`src/rtl/branch_redirect_ctrl.sv`:
```
// Branch prediction (2-bit BHT) and EX-stage redirect/flush sequencing for the RV32I pipeline.
// Optional performance counters are enabled by defining BRANCH_PERF_CNT_EN.
module branch_redirect_ctrl #(
    parameter int         IDX_W     = 6,
    parameter logic [1:0] CNT_INIT  = 2'b01,
    parameter int         FLUSH_CYC = 2
) (
    input  logic        clk,
    input  logic        rst,
    input  logic [31:0] if_pc,
    output logic        pred_taken,
    input  logic        ex_valid,
    input  logic        ex_is_branch,
    input  logic        ex_is_jump,
    input  logic        ex_pred_taken,
    input  logic        ex_jump_flag,
    input  logic [31:0] ex_pc,
    input  logic [31:0] ex_target,
    output logic        redirect_valid,
    output logic [31:0] redirect_pc,
    output logic        flush_if_id,
    output logic        flush_id_ex,
    output logic [31:0] branch_cnt,
    output logic [31:0] mispred_cnt
);

    localparam int         ENTRIES    = 1 << IDX_W;
    localparam logic [2:0] FLUSH_LOAD = 3'(FLUSH_CYC - 1);

    typedef enum logic {S_IDLE, S_FLUSH} state_t;

    state_t      r_state;
    state_t      w_state_nxt;
    logic [2:0]  r_flush_cnt;
    logic [2:0]  w_flush_cnt_nxt;
    logic [1:0]  r_bht [ENTRIES];
    logic        r_redirect_valid;
    logic [31:0] r_redirect_pc;

    logic [IDX_W-1:0] w_rd_idx;
    logic [IDX_W-1:0] w_wr_idx;
    logic             w_resolve;
    logic             w_redirect;
    logic             w_bht_we;
    logic [31:0]      w_redirect_pc;
    logic             w_unused_if_pc;

    function automatic logic [1:0] sat_step(input logic [1:0] cnt, input logic up);
        logic [1:0] res;
        if (up) begin
            res = (cnt == 2'b11) ? cnt : cnt + 2'b01;
        end else begin
            res = (cnt == 2'b00) ? cnt : cnt - 2'b01;
        end
        return res;
    endfunction

    assign w_rd_idx       = if_pc[IDX_W+1:2];
    assign w_wr_idx       = ex_pc[IDX_W+1:2];
    assign w_unused_if_pc = ^{if_pc[31:IDX_W+2], if_pc[1:0]};

    // EX inputs only count while IDLE; a jump takes precedence over the branch flag.
    assign w_resolve     = (r_state == S_IDLE) && ex_valid && (ex_is_jump || ex_is_branch);
    assign w_redirect    = w_resolve && (ex_is_jump || (ex_is_branch && (ex_pred_taken != ex_jump_flag)));
    assign w_bht_we      = w_resolve && ex_is_branch && !ex_is_jump;
    assign w_redirect_pc = (ex_is_jump || ex_jump_flag) ? ex_target : ex_pc + 32'd4;

    // Read sees the stored value, so a same-cycle write to the same entry shows up next cycle.
    assign pred_taken = r_bht[w_rd_idx][1];

    always_ff @(posedge clk or posedge rst) begin
        if (rst) begin
            for (int i = 0; i < ENTRIES; i++) begin
                r_bht[i] <= CNT_INIT;
            end
        end else if (w_bht_we) begin
            r_bht[w_wr_idx] <= sat_step(r_bht[w_wr_idx], ex_jump_flag);
        end
    end

    always_ff @(posedge clk or posedge rst) begin
        if (rst) begin
            r_state     <= S_IDLE;
            r_flush_cnt <= 3'd0;
        end else begin
            r_state     <= w_state_nxt;
            r_flush_cnt <= w_flush_cnt_nxt;
        end
    end

    always_comb begin
        w_state_nxt     = r_state;
        w_flush_cnt_nxt = r_flush_cnt;
        case (r_state)
            S_IDLE: begin
                if (w_redirect) begin
                    w_state_nxt     = S_FLUSH;
                    w_flush_cnt_nxt = FLUSH_LOAD;
                end
            end
            S_FLUSH: begin
                if (r_flush_cnt == 3'd0) begin
                    w_state_nxt = S_IDLE;
                end else begin
                    w_flush_cnt_nxt = r_flush_cnt - 3'd1;
                end
            end
            default: begin
                w_state_nxt     = S_IDLE;
                w_flush_cnt_nxt = 3'd0;
            end
        endcase
    end

    always_comb begin
        flush_if_id    = (r_state == S_FLUSH);
        flush_id_ex    = (r_state == S_FLUSH);
        redirect_valid = r_redirect_valid;
        redirect_pc    = r_redirect_pc;
    end

    always_ff @(posedge clk or posedge rst) begin
        if (rst) begin
            r_redirect_valid <= 1'b0;
            r_redirect_pc    <= 32'd0;
        end else begin
            r_redirect_valid <= w_redirect;
            if (w_redirect) begin
                r_redirect_pc <= w_redirect_pc;
            end
        end
    end

`ifdef BRANCH_PERF_CNT_EN
    logic [31:0] r_branch_cnt;
    logic [31:0] r_mispred_cnt;

    always_ff @(posedge clk or posedge rst) begin
        if (rst) begin
            r_branch_cnt  <= 32'd0;
            r_mispred_cnt <= 32'd0;
        end else begin
            if (w_bht_we && (r_branch_cnt != 32'hFFFF_FFFF)) begin
                r_branch_cnt <= r_branch_cnt + 32'd1;
            end
            if (w_redirect && (r_mispred_cnt != 32'hFFFF_FFFF)) begin
                r_mispred_cnt <= r_mispred_cnt + 32'd1;
            end
        end
    end

    assign branch_cnt  = r_branch_cnt;
    assign mispred_cnt = r_mispred_cnt;
`else
    assign branch_cnt  = 32'd0;
    assign mispred_cnt = 32'd0;
`endif

endmodule

```
`config.mk`:
```
export PLATFORM = sky130hd
export DESIGN_NAME = branch_redirect_ctrl
export DESIGN_NICKNAME = d
export VERILOG_FILES = /design/src/rtl/branch_redirect_ctrl.sv
export SDC_FILE = /design/constraint.sdc
export NUM_CORES = 1
export LEC_CHECK = 0
export BUFFER_PORTS_ARGS = -buffer_cell sky130_fd_sc_hd__buf_2
export CAP_MARGIN = 20
export CORE_ASPECT_RATIO = 1.75
export CORE_UTILIZATION = 35
export CTS_CLUSTER_DIAMETER = 150
export DETAILED_ROUTE_END_ITERATION = 8
export SYNTH_ARGS = -nofsm -noshare
export SYNTH_HDL_FRONTEND = slang
export SYNTH_SLANG_ARGS = --single-unit
```
`constraint.sdc`:
```
create_clock -name clk -period 4.95 [get_ports clk]
set_input_delay 0 -clock clk [delete_from_list [all_inputs] [get_ports clk]]
set_output_delay 0 -clock clk [all_outputs]
set_load 0.02 [all_outputs]
```
# Word-level counts from Yosys, hierarchy flattened

Index checks and enable logic that the tools add are counted.
Widths: inputs -> output; s select.

Input bits: 103
Register bits after elaboration: 165
Word-level logic and storage cells: 116
Output and inout port bits: 100

Add/subtract/negate cells: 4
Reduce and logical (&&, ||, !) cells: 14
Order comparisons: 3
Equal/unequal tests: 4
Bitwise logic cells: 3
Multiplexer cells: 20

Operator list:

| kind                  | count |
|---|---|
| $bwmux 128            | 1 |
| $add 32x3->32 const B | 1 |
| $mux 32               | 1 |
| $bmux 2 s6            | 2 |
| $mux 2                | 9 |
| $ge 7x7->1 const B    | 2 |
| $not 6->7             | 2 |
| $demux 2 s6           | 1 |
| $logic_and 1x1->1     | 7 |
| $lt 7x1->1 const B    | 1 |
| $mux 3                | 2 |
| $pmux 3 s2            | 1 |
| $ne 2x2->1 const B    | 2 |
| $logic_not 3->1       | 1 |
| $logic_or 1x1->1      | 3 |
| $sub 3x1->3 const B   | 1 |
| $add 2x1->2 const B   | 1 |
| $eq 2x2->1 const B    | 1 |
| $logic_not 2->1       | 1 |
| $mux 1                | 2 |
| $pmux 1 s2            | 1 |
| $reduce_and 2->1      | 1 |
| $sub 2x1->2 const B   | 1 |
| $logic_not 1->1       | 1 |
| other kinds (2)       | 2 |

# Logic depth before layout (Yosys ltp)

Depth after elaboration: 9
Depth in mapped cells: 11
Mapped depth without buffers: 7

# Worst setup path after synthesis

No wires, ideal clock.

Path kind: input -> output
From: in if_pc[2]
To: out pred_taken
Buffers on the path: 2
Required time: 4.950 ns
Arrival: 2.481 ns
Stages on the path: 5
Path slack: 2.469 ns
Cell sequence: clkbuf_1 -> buf_1 -> mux4_2 -> mux4_2 -> mux4_2

Word-level cells in the longest chain between the ends: 4

RTL lines:

| item                                      | line | text |
|---|---|---|
| start: declaration                        | 10   | `input logic [31:0] if_pc,` |
| $not 6->7 (not written as such)           | 69   | `assign pred_taken = r_bht[w_rd_idx][1];` |
| $bmux 2 s6                                | 69   |  |
| $mux 2 (not written as such) (2 in a row) | 69   |  |
| end: declaration                          | 11   | `output logic pred_taken,` |

No other way between the ends. The select of a mux whose other input is x is not followed.

# Worst setup path after layout

From: in ex_pc[2]
To: reg r_bht[30] (netlist name)

Word-level cells in the longest chain between the ends: 9
Elaborated cells between the ends (all ways): 18
Classes of those cells: add/sub: 2; order compare: 2; eq/ne: 1; mux: 10; bitwise: 1; reduce/logical: 2

RTL lines:

| item                                      | line   | text |
|---|---|---|
| start: declaration                        | 17     | `input logic [31:0] ex_pc,` |
| $not 6->7 (not written as such) (*)       | 77     | `r_bht[w_wr_idx] <= sat_step(r_bht[w_wr_idx], ex_jump_flag);` |
| $bmux 2 s6                                | 77     |  |
| $mux 2 (not written as such) (2 in a row) | 77     |  |
| $sub 2x1->2 (tied with other cells)       | 53     | `res = (cnt == 2'b00) ? cnt : cnt - 2'b01;` |
| $mux 2, on equally long branches          | 53, 51 |  |
| $mux 2                                    | 50     | `if (up) begin` |
| $mux 2                                    | 76     | `end else if (w_bht_we) begin` |
| $bwmux 128 (*)                            | 77     |  |
| end signal: indexed assignment            | 77     |  |
| end: declaration                          | 36     | `logic [1:0] r_bht [ENTRIES];` |

Mark *: on every way between the ends. The rest lies on a longest branch, timed or not. The select of a mux whose other input is x is not followed.
A chain may end at the register's enable or synchronous reset.

==> results.toml <==
[status]
status = "complete, no violations"

[route]
antenna_violating_nets_post_route = 0
drc = 0
via_count = 7360
drt_pass1_iterations = 5
drtIter0Drc = 458
wirelength_mm = 28.2
viasPerCell = 5.27
avgRoutedWirePerCell_um = 20.2

[grt]
use_met2 = 0.377
grt_use_total = 0.205
grtUsageMet3 = 0.0380
gr-total-overflow = 0
grt_first_pass_wirelength_mm = 42.9
grt_pass1_vias = 7604
grt_busiest_layer = "met2"
grt_max_degree = 89
antenna_found_initial = 0
use_met1 = 0.197

[setup_path]
crit_path_max_fanout = 38
endpoint_kind = "flop"
reg2reg_depth = 8
r2r-start = "r_bht[18]"
slowest_stage = "maj3_2"
critPathTopFamily = "buffers and inverters"
crit_buf_inv = 3
arrival_ns = 3.58
path_class = "in2reg"
critical-path-max-stage-delay_ns = 0.57
r2r_end = "r_bht[30]"
r2r_setup_slack_ns = 2.12
start_kind = "input port"
critPathRequiredTime_ns = 5.34
path_cells = "buf_2, buf_4, nor2b_1, a221oi_1, o221a_2, a311o_1, nand4_1, maj3_2, buf_12, mux2_2"

[sta]
worst_pin_slew_ns = 0.945
maxClockFrequency_mhz = 313
setup_tns_ns = 0
hold_slack_ns = 0.00539
worst_slack_ns = 1.76
slew_viol_final = 0
skew_ns = 0.0112
period_needed_ns = 3.19
period_share = 0.645
finalSetupViolCount = 0
final_hold_viol_count = 0
rsz0062_at_grt = "false"
slew_headroom = 0.368

[hold_path]
hold_class = "in2reg"
min_to = "redirect_pc[25]"
hold_start = "ex_pc[25]"
whs_path_depth = 5

[cells_and_area]
postLayoutCellArea_um2 = 11400
area_growth_pct = 16.9
drive_gt1_frac = 0.388
layoutNonFillerInstCount = 1397
post-route-util = 0.417
fillers = 2641
final_nets = 1121
diodes = 0

[yosys]
synth_edf_count = 0
yosysWarnings = 0
netlist.area_leader.share = 0.260
syn_area_per_cell_um2 = 11.0
ys_seq_area_frac = 0.433
synthArstFlopShare = 1.00
synth_area_leaders = "dfrtp_1, dfstp_2, mux2_2, mux4_2, buf_4"
ys_seq_elements = 165
synth_cell_types = 56
synth_ff_type = "dfrtp_1"
synth_largest_area_cell = "dfrtp_1"
postSynthCellCount = 885
syn-cell-area_um2 = 9710

[power]
irDropWorstVdd_mv = 0.146
p_total_mw = 3.96
powerDensity_nw_per_um2 = 349
total_leakage_power_nw = 5.02

[floorplanning]
die-area_um2 = 28400
io_pins = 203
start_util = 0.357
fp.dieW_um = 128
core_area_um2 = 27200
die_h_um = 222
rows = 80

[place]
placed_cell_area_um2 = 10300
place_ws_ns = 1.39
io_buffers = 112
placed_cells = 1320
gp_congestion = 0.887
dp_hpwl_mm = 20.5

[clock_tree]
root_buffer = "clkbuf_16"
cts_made_buffers = 17
post_cts_buffers = 0
cts_tree = "done"
clkLatencyLatePin_ns = 0.45
hold_buffers = 45
path_clk_slew_ns = 0.07
cts.sinks = 165
cts.htree.levels = 4
cts_buffer_depth = 2
post_cts_resize_count = 0

[flow_run]
maxCapViolations = 0
[how the worst max path moves through the flow]
| stage | from | endpoint | slack [ns] | cells past startpoint |
|---|---|---|---|---|
| floorplan | rst | flush_id_ex | 0.59 | 1 |
| global placement | ex_pc[2] | r_bht[18] | 1.44 | 10 |
| detailed placement | ex_pc[2] | r_bht[30] | 1.39 | 10 |
| CTS | ex_pc[2] | r_bht[16] | 1.85 | 10 |
| global route | ex_pc[2] | r_bht[16] | 1.56 | 10 |
| finish | ex_pc[2] | r_bht[30] | 1.76 | 10 |
[sequential cells by signal, indices dropped and copies added, names as in the netlist]
signal          flops
r_bht             128
redirect_valid      1
redirect_pc        32
r_flush_cnt         3
flush_id_ex         1
[tightest hold or removal path: cells and delay by family]
kind / cells / cell delay (ns)
compound gates: 2 / 0.12
xor+xnor: 1 / 0.12
simple gates: 1 / 0.05
buf+inv: 1 / 0.12
[cell type report]
class                      count  area (um^2)  area share
multi-input combinational    650         4910       0.433
tap                          369          462      0.0407
clock buffer                  20          457      0.0402
inverter                      14         57.6     0.00507
sequential                   165         4210       0.371
timing repair buffer         167         1100      0.0968
clock inverter                12          154      0.0136
[cells in the final DEF (no fill, tap or decap), types with 28 or more instances in the layout]
master,netlist,final
mux2_2,136,136
dfrtp_1,101,101
dlygate4sd3_1,0,45
conb_1,1,64
buf_2,12,112
mux4_2,28,28
o21ai_0,52,52
nor2_1,52,51
nand2_1,111,111
dfstp_2,64,64
[metal layers]
| layer | share of wire | up-vias |
|---|---|---|
| li1 | - | 3313 |
| met1 | 0.34 | 3624 |
| met2 | 0.54 | 336 |
| met3 | 0.055 | 87 |
| met4 | 0.068 | 0 |
| met5 | 0 | - |
[synthesized netlist by cell type (5+ instances only)]
cell type,n
xor2_1,13
buf_2,12
buf_6,10
mux2_4,8
dfrtp_1,101
clkbuf_1,24
mux4_2,28
nand3_1,25
a21oi_1,12
nor2b_1,5
nor4_1,5
and4_1,6
mux2i_1,15
and3_1,10
inv_1,14
nor2_1,52
buf_1,8
xnor2_1,15
mux2_2,136
o21ai_0,52
o22ai_1,5
and2_1,5
nand4_1,9
nor3_1,10
nand2_1,111
a221oi_1,17
a22oi_1,11
dfstp_2,64
buf_4,65
[cells by family after synthesis]
group / synth area share
buffers and inverters: 0.0858
other: 0.000386
adder cells (fa/ha/maj): 0.00644
XOR/XNOR: 0.0253
AO/OA/AOI/OAI: 0.0791
AND/OR/NAND/NOR: 0.115
multiplexers: 0.254
flip-flops: 0.433
[report_power, final]
group          switching, mW  internal [mW]  leakage, nW
Combinational          0.615          0.321         2.71
Clock                  0.557          0.819        0.292
Sequential            0.0931           1.55         2.01
No activity file was read; power rests on OpenSTA's default activity.
